File: src/rtl/reorder_buffer_mc_pkg.sv
// Shared types and default sizes for the multi-commit reorder buffer.
package reorder_buffer_mc_pkg;

    localparam int DEF_ROB_WIDTH = 3;
    localparam int DEF_REG_WIDTH = 5;
    localparam int DEF_DEPTH     = 1 << DEF_ROB_WIDTH;

    typedef enum logic [1:0] {
        T_REG    = 2'd0,
        T_STORE  = 2'd1,
        T_BRANCH = 2'd2,
        T_EXIT   = 2'd3
    } rob_type_t;

endpackage

File: src/rtl/reorder_buffer_mc_commit_select.sv
// Picks which of the two oldest entries retire this cycle and flags
// a mispredicting branch among them.
module rob_commit_select
    import reorder_buffer_mc_pkg::*;
#(
    parameter int COMMIT_WIDTH = 2
)(
    input  logic        en,
    input  logic [1:0]  present,
    input  logic [1:0]  ready,
    input  rob_type_t   typ0,
    input  rob_type_t   typ1,
    input  logic [31:0] res0,
    input  logic [31:0] res1,
    input  logic [31:0] pred0,
    input  logic [31:0] pred1,
    output logic [1:0]  take,
    output logic        mispredict,
    output logic        mis_slot
);

    always_comb begin
        take       = '0;
        mispredict = 1'b0;
        mis_slot   = 1'b0;
        take[0] = en && present[0] && ready[0];
        // Control flow ends the commit group; one store per cycle to the LSB.
        take[1] = (COMMIT_WIDTH > 1) && take[0]
               && present[1] && ready[1]
               && (typ0 != T_BRANCH) && (typ0 != T_EXIT)
               && !((typ0 == T_STORE) && (typ1 == T_STORE));
        if (take[0] && (typ0 == T_BRANCH) && (res0 != pred0)) begin
            mispredict = 1'b1;
            mis_slot   = 1'b0;
        end else if (take[1] && (typ1 == T_BRANCH) && (res1 != pred1)) begin
            mispredict = 1'b1;
            mis_slot   = 1'b1;
        end
    end

endmodule

File: src/rtl/reorder_buffer_mc.sv
// Multi-commit reorder buffer: in-order issue, multi-port writeback,
// up to two retirements per cycle, registered flush on mispredict.
module reorder_buffer_mc
    import reorder_buffer_mc_pkg::*;
#(
    parameter int ROB_WIDTH    = DEF_ROB_WIDTH,
    parameter int REG_WIDTH    = DEF_REG_WIDTH,
    parameter int WB_PORTS     = 2,
    parameter int COMMIT_WIDTH = 2
)(
    input  logic                            clk_in,
    input  logic                            rst_in,
    input  logic                            rdy_in,
    input  logic                            dec_valid,
    output logic                            dec_ready,
    input  logic [1:0]                      dec_type,
    input  logic                            dec_done,
    input  logic [31:0]                     dec_res,
    input  logic [REG_WIDTH-1:0]            dec_dest,
    input  logic [31:0]                     dec_pred_pc,
    output logic [ROB_WIDTH-1:0]            dec_rob_id,
    input  logic [WB_PORTS-1:0]             wb_valid,
    input  logic [WB_PORTS*ROB_WIDTH-1:0]   wb_rob_id,
    input  logic [WB_PORTS*32-1:0]          wb_data,
    input  logic [ROB_WIDTH-1:0]            q_rob_id_j,
    input  logic [ROB_WIDTH-1:0]            q_rob_id_k,
    output logic                            q_ready_j,
    output logic                            q_ready_k,
    output logic [31:0]                     q_data_j,
    output logic [31:0]                     q_data_k,
    output logic [COMMIT_WIDTH-1:0]         commit_valid,
    output logic [COMMIT_WIDTH*REG_WIDTH-1:0] commit_reg_id,
    output logic [COMMIT_WIDTH*32-1:0]      commit_data,
    output logic [COMMIT_WIDTH*ROB_WIDTH-1:0] commit_rob_id,
    output logic                            lsb_commit_valid,
    output logic [ROB_WIDTH-1:0]            lsb_commit_rob_id,
    output logic                            flush,
    output logic [31:0]                     flush_pc,
    output logic                            halt,
    output logic [ROB_WIDTH:0]              count
);

    localparam int DEPTH = 1 << ROB_WIDTH;

    logic [DEPTH-1:0]     present;
    logic [DEPTH-1:0]     ready;
    rob_type_t            typ     [DEPTH];
    logic [31:0]          res     [DEPTH];
    logic [31:0]          pred_pc [DEPTH];
    logic [REG_WIDTH-1:0] dest    [DEPTH];
    logic [ROB_WIDTH-1:0] head;
    logic [ROB_WIDTH-1:0] tail;

    logic [ROB_WIDTH-1:0] sid [2];
    logic [1:0]           take;
    logic [1:0]           n_com;
    logic                 mispredict;
    logic                 mis_slot;
    logic                 wb_en;
    logic                 issue;
    logic [1:0]           st;

    assign sid[0]     = head;
    assign sid[1]     = head + ROB_WIDTH'(1);
    assign wb_en      = rdy_in && !flush;
    assign dec_ready  = rdy_in && (count != (ROB_WIDTH+1)'(DEPTH)) && !flush;
    assign issue      = dec_valid && dec_ready;
    assign dec_rob_id = tail;
    assign n_com      = {1'b0, take[0]} + {1'b0, take[1]};

    rob_commit_select #(.COMMIT_WIDTH(COMMIT_WIDTH)) u_sel (
        .en         (wb_en),
        .present    ({present[sid[1]], present[sid[0]]}),
        .ready      ({ready[sid[1]], ready[sid[0]]}),
        .typ0       (typ[sid[0]]),
        .typ1       (typ[sid[1]]),
        .res0       (res[sid[0]]),
        .res1       (res[sid[1]]),
        .pred0      (pred_pc[sid[0]]),
        .pred1      (pred_pc[sid[1]]),
        .take       (take),
        .mispredict (mispredict),
        .mis_slot   (mis_slot)
    );

    for (genvar s = 0; s < COMMIT_WIDTH; s++) begin : g_slot
        logic reg_c;
        assign reg_c = take[s] && (typ[sid[s]] == T_REG);
        assign commit_valid[s] = reg_c;
        assign commit_reg_id[s*REG_WIDTH +: REG_WIDTH] = reg_c ? dest[sid[s]] : '0;
        assign commit_data[s*32 +: 32] = reg_c ? res[sid[s]] : '0;
        assign commit_rob_id[s*ROB_WIDTH +: ROB_WIDTH] = reg_c ? sid[s] : '0;
    end

    assign st[0] = take[0] && (typ[sid[0]] == T_STORE);
    assign st[1] = take[1] && (typ[sid[1]] == T_STORE);
    assign lsb_commit_valid  = |st;
    assign lsb_commit_rob_id = st[0] ? sid[0] : (st[1] ? sid[1] : '0);

    logic [1:0][ROB_WIDTH-1:0] q_id;
    logic [1:0]                q_rdy;
    logic [1:0][31:0]          q_dat;

    assign q_id = {q_rob_id_k, q_rob_id_j};

    // Lower writeback channel wins, so scan from the top down.
    always_comb begin
        q_rdy = '0;
        q_dat = '0;
        for (int p = 0; p < 2; p++) begin
            if (present[q_id[p]] && ready[q_id[p]]) begin
                q_rdy[p] = 1'b1;
                q_dat[p] = res[q_id[p]];
            end
            for (int i = WB_PORTS - 1; i >= 0; i--) begin
                if (wb_en && wb_valid[i] && present[q_id[p]]
                    && (wb_rob_id[i*ROB_WIDTH +: ROB_WIDTH] == q_id[p])) begin
                    q_rdy[p] = 1'b1;
                    q_dat[p] = wb_data[i*32 +: 32];
                end
            end
        end
    end

    assign q_ready_j = q_rdy[0];
    assign q_ready_k = q_rdy[1];
    assign q_data_j  = q_dat[0];
    assign q_data_k  = q_dat[1];

    always_ff @(posedge clk_in) begin
        if (!rst_in) begin
            present  <= '0;
            ready    <= '0;
            head     <= '0;
            tail     <= '0;
            count    <= '0;
            flush    <= 1'b0;
            flush_pc <= '0;
            halt     <= 1'b0;
        end else if (rdy_in) begin
            flush <= 1'b0;
            if (!flush) begin
                for (int i = WB_PORTS - 1; i >= 0; i--) begin
                    if (wb_valid[i] && present[wb_rob_id[i*ROB_WIDTH +: ROB_WIDTH]]) begin
                        ready[wb_rob_id[i*ROB_WIDTH +: ROB_WIDTH]] <= 1'b1;
                        res[wb_rob_id[i*ROB_WIDTH +: ROB_WIDTH]]   <= wb_data[i*32 +: 32];
                    end
                end
                for (int s = 0; s < 2; s++) begin
                    if (take[s]) begin
                        present[sid[s]] <= 1'b0;
                        if (typ[sid[s]] == T_EXIT) halt <= 1'b1;
                    end
                end
                if (mispredict) begin
                    present  <= '0;
                    head     <= '0;
                    tail     <= '0;
                    count    <= '0;
                    flush    <= 1'b1;
                    flush_pc <= res[sid[mis_slot]];
                end else begin
                    if (issue) begin
                        present[tail] <= 1'b1;
                        ready[tail]   <= dec_done;
                        typ[tail]     <= rob_type_t'(dec_type);
                        res[tail]     <= dec_res;
                        dest[tail]    <= dec_dest;
                        pred_pc[tail] <= dec_pred_pc;
                        tail          <= tail + ROB_WIDTH'(1);
                    end
                    head  <= head + ROB_WIDTH'(n_com);
                    count <= count + (ROB_WIDTH+1)'(issue) - (ROB_WIDTH+1)'(n_com);
                end
            end
        end
    end

endmodule

File: config.mk
export PLATFORM = sky130hd
export DESIGN_NAME = reorder_buffer_mc
export DESIGN_NICKNAME = d
export VERILOG_FILES = /design/src/rtl/reorder_buffer_mc_pkg.sv /design/src/rtl/reorder_buffer_mc_commit_select.sv /design/src/rtl/reorder_buffer_mc.sv
export SDC_FILE = /design/constraint.sdc
export NUM_CORES = 2
export LEC_CHECK = 0
export ABC_CLOCK_PERIOD_IN_PS = 11500
export BUFFER_PORTS_ARGS = -buffer_cell sky130_fd_sc_hd__buf_2
export CAP_MARGIN = 20
export CORE_MARGIN = 5
export CORE_UTILIZATION = 60
export DETAILED_ROUTE_END_ITERATION = 6
export PLACE_DENSITY = 0.84
export REMOVE_ABC_BUFFERS = 1
export SYNTH_ARGS = -nofsm -noshare
export SYNTH_HDL_FRONTEND = slang
export SYNTH_SLANG_ARGS = --single-unit
File: constraint.sdc
create_clock -name clk_in -period 11.5 [get_ports clk_in]
set_input_delay 0.575 -clock clk_in [delete_from_list [all_inputs] [get_ports clk_in]]
set_output_delay 0.575 -clock clk_in [all_outputs]
set_load 0.05 [all_outputs]
==> results.txt <==
----------------------------------------------------
[Clock tree]
  Maximum level of the CTS H-tree ... 3
  Clock transition time at the flip-flop clock pins of the worst setup and hold paths ... 0.06 ns
  # hold bufs at CTS ... 0
  Buffer type at the clock tree root ... sky130_fd_sc_hd__clkbuf_16
  Post-CTS resize count ... 0
  Clock tree buffer depth ... 3
  Buffers inserted during post-CTS setup optimization ... 0
  Sinks on Clock Net ... 631
  Clock latency of the later-clocked register in the worst-skew pair ... around 0.64 ns
  Clock tree from TritonCTS ... done
  Cts bufs inserted ... 70

[Drt]
  Number of vias per cell ... 7.66
  Wirelength, routed ... 155000 um
  Wire length the detailed router placed on met1 ... roughly 50000 um
  Mean routed wirelength per cell ... 34.8 um
  Total number of vias ... 34.1k
  Length of the first detailed-routing pass in iterations ... 7
  DRC violation count after routing ... 2
  Remaining antenna violation count after routing ... 0
  Top layer reached by signal wires ... met5
  Starting DRT DRC Count ... ~6.5k
  Met2 Routed Length ... ~66000 um
  Met3 wire length ... roughly 27000 um

[Power and ir drop]
  P per Cell Area ... 110 nW/um^2
  Max IR drop VDD ... between 100 and 150 uV
  Static leakage power ... around 17 nW

[Die]
  Placeable core area ... 71600 um^2
  Width of the chip ... 279 um
  Num ports ... approximately 350
  Die height ... 279 um
  Std cell rows ... 98
  Initial Utilization ... 0.605
  Full die area ... 77700 um^2

[Global route]
  Number of antenna violations at the first check in global routing ... 23
  Number of global-route vias before repair ... 33.5k
  Total Routing Usage GR ... 0.385
  GRT Residual Overflow ... 0
  First-pass GRT wire length ... 223000 um
  Pin count of the biggest net entering global routing ... around 160

[Setup path]
  Cell-by-cell trace of the critical path ... ha_1 > xor2_4 > buf_12 > mux4_2 > mux2i_1 > xor2_1 > nor4_1 > nand4_1 > o21a_1 > a31oi_4 > buf_4 > nand3_2 > buf_4 > inv_2 > buf_4
  Largest driver fanout on the critical path ... 120
  Sum of buffers and inverters on the critical path ... 5
  Worst path max stage delay ... 1.00 ns
  Worst path top cell family by delay ... buffers and inverters
  WS Path Type ... flip-flop to flip-flop
  Required time at the worst-slack endpoint ... 11.75 ns
  Most frequent cell on the critical path ... sky130_fd_sc_hd__buf_4
  CP Data Arrival Time ... 8.68 ns
  CP Launch Type ... flip-flop
  Worst Setup End Kind ... flip-flop
  Critical-path cell with the highest stage delay ... sky130_fd_sc_hd__nand3_2

[Run status]
  Status ... finished, violations left
  Violations in the final reports ... design-rule violations

[Yosys]
  Fraction of synthesis flops using an asynchronous set or reset pin ... 0
  Flip-flop cell with the highest count after synthesis ... sky130_fd_sc_hd__edfxtp_1
  Part of the Yosys area used for sequential elements ... 0.423
  EDFF count, synth ... 568
  Top-area cell type share of the netlist area ... 0.394
  Leading post-synthesis cells by cell area ... sky130_fd_sc_hd__edfxtp_1 39%, sky130_fd_sc_hd__mux4_2 22%, sky130_fd_sc_hd__mux2i_1 7.8%
  Syn avg cell area ... 13.2 um^2
  Seq cells post-synth ... around 630
  Number of different library cells in the post-synthesis netlist ... 65
  Area of the mapped netlist ... 43300 um^2
  Synthesized netlist cell count ... 3290
  Library cell occupying the most area in the post-synthesis netlist ... sky130_fd_sc_hd__edfxtp_1
  Yosys warning total ... 0

[Timing]
  Rel. slew slack ... 0.234
  Fin Clk Skew ... ~0.036 ns
  Unrepaired setup endpoints after global routing ... false
  Number of failing setup endpoints in the final timing report ... 0
  Slew at the pin closest to its max-slew limit ... around 1.1 ns
  Fmax ... around 0.12 GHz
  Hold WS ... 0.208 ns
  Total count of hold-check failures in the final report ... 0
  Period utilization ... 0.732
  Fin. max-slew vios ... 0
  Final worst path period need ... 8.42 ns

[Cells and area]
  Summed area of non-filler cells in the final layout ... 47800 um^2
  Leading cell types in the layout, fill and taps excluded ... 568 x sky130_fd_sc_hd__edfxtp_1, 419 x sky130_fd_sc_hd__mux4_2, 373 x sky130_fd_sc_hd__nor2_1
  Non-filler cells, final ... ~4.5k
  Area overhead of the layout relative to synthesis ... 10.4%
  Most common cell after layout, fill and taps aside ... sky130_fd_sc_hd__edfxtp_1
  Final Core Density ... 0.668
  NumNets Final ... 3597
  Fraction of final layout cells sized beyond drive strength 1 ... 0.375

[Placement]
  Weighted congestion reported at the end of routability-driven placement ... ~0.96
  HPWL after detailed placement ... 95600 um
  Cells after DPL ... 4306
  Port-buffer cells ... 347
  Area after detailed placement ... approximately 45000 um^2

[Run]
  Total of max-cap violations ... 0

[Hold path]
  Type of the most critical hold path ... input pin to flip-flop

----------------------------------------------------
stage by stage:
step / TNS, ns / total power [mW] / worst slack (ns)
2_1_floorplan: -1760.72 / 2.81 / -3.24
5_1_grt: 0 / 5.36 / 2.92
3_3_place_gp: 0 / 3.00 / 3.53
3_5_place_dp: 0 / 3.01 / 3.38
4_1_cts: 0 / 5.23 / 3.33
6_report: 0 / 5.25 / 3.08
flip-flops by register name, indices dropped and copies added (netlist names), 4 cells and up, named ones only:
name      cells
res         256
flush_pc     32
dest         40
pred_pc     256
ready         8
typ          16
count         4
present       8
synth_stat cells, types with 42 or more instances:
library cell,number
sky130_fd_sc_hd__buf_2,72
sky130_fd_sc_hd__mux2_2,293
sky130_fd_sc_hd__nand2_1,90
sky130_fd_sc_hd__a221oi_1,66
sky130_fd_sc_hd__clkbuf_1,171
sky130_fd_sc_hd__buf_1,82
sky130_fd_sc_hd__xnor2_1,42
sky130_fd_sc_hd__edfxtp_1,568
sky130_fd_sc_hd__nor2_1,378
sky130_fd_sc_hd__mux4_2,419
sky130_fd_sc_hd__dfxtp_1,63
sky130_fd_sc_hd__o21ai_0,50
sky130_fd_sc_hd__nand3_1,51
sky130_fd_sc_hd__mux2i_1,339
sky130_fd_sc_hd__a21oi_1,157
final cells by class:
type | count | area, um^2
diodes | 16 | 40.0
clock buffers | 93 | 1900
clock inverters | 35 | 354
fillers | 5018 | 23800
inverters | 19 | 76.3
multi-input cells | 2282 | 23500
flip-flops and latches | 631 | 18300
well taps | 950 | 1190
repair buffers | 427 | 2410
power breakdown:
group | leakage [nW] | total (mW) | internal (mW) | switching [mW]
registers | 5.63 | 2.54 | 2.52 | 0.0184
clock network | 1.10 | 2.26 | 1.28 | 0.980
logic | 10.5 | 0.449 | 0.182 | 0.267
logic make-up (layout without fill, tap and decap cells):
| logic type | Yosys count | in the layout | share of synthesized area |
|---|---|---|---|
| AOI/OAI and AO/OA | 437 | 437 | 0.0689 |
| xor gates and xnor gates | 83 | 83 | 0.0174 |
| adders and majority gates | 12 | 12 | 0.00381 |
| muxes | 1079 | 1079 | 0.379 |
| and+or+nand+nor | 671 | 671 | 0.0694 |
| other | 0 | 16 | 0 |
| buffers and inverters | 377 | 574 | 0.0383 |
| DFF | 631 | 631 | 0.423 |
path summary, 6_finish.rpt:
| check | start | endpoint | slack (ns) | cells past startpoint |
|---|---|---|---|---|
| setup / recovery | head[1] | pred_pc[5][24] | 3.08 | 15 |
| hold reg to reg | flush_pc[29] | flush_pc[29] | 0.49 | 2 |
| hold / removal | dec_pred_pc[13] | pred_pc[2][13] | 0.21 | 1 |
| setup reg to reg | head[1] | pred_pc[5][24] | 3.08 | 15 |
metal layers:
| layer | vias up | global-route usage |
|---|---|---|
| met5 | - | 0 |
| met4 | 22 | 0.235 |
| met3 | 741 | 0.174 |
| met2 | 3441 | 0.549 |
| met1 | 16500 | 0.484 |
| li1 | 13400 | - |
No activity file was read; power rests on OpenSTA's default activity.
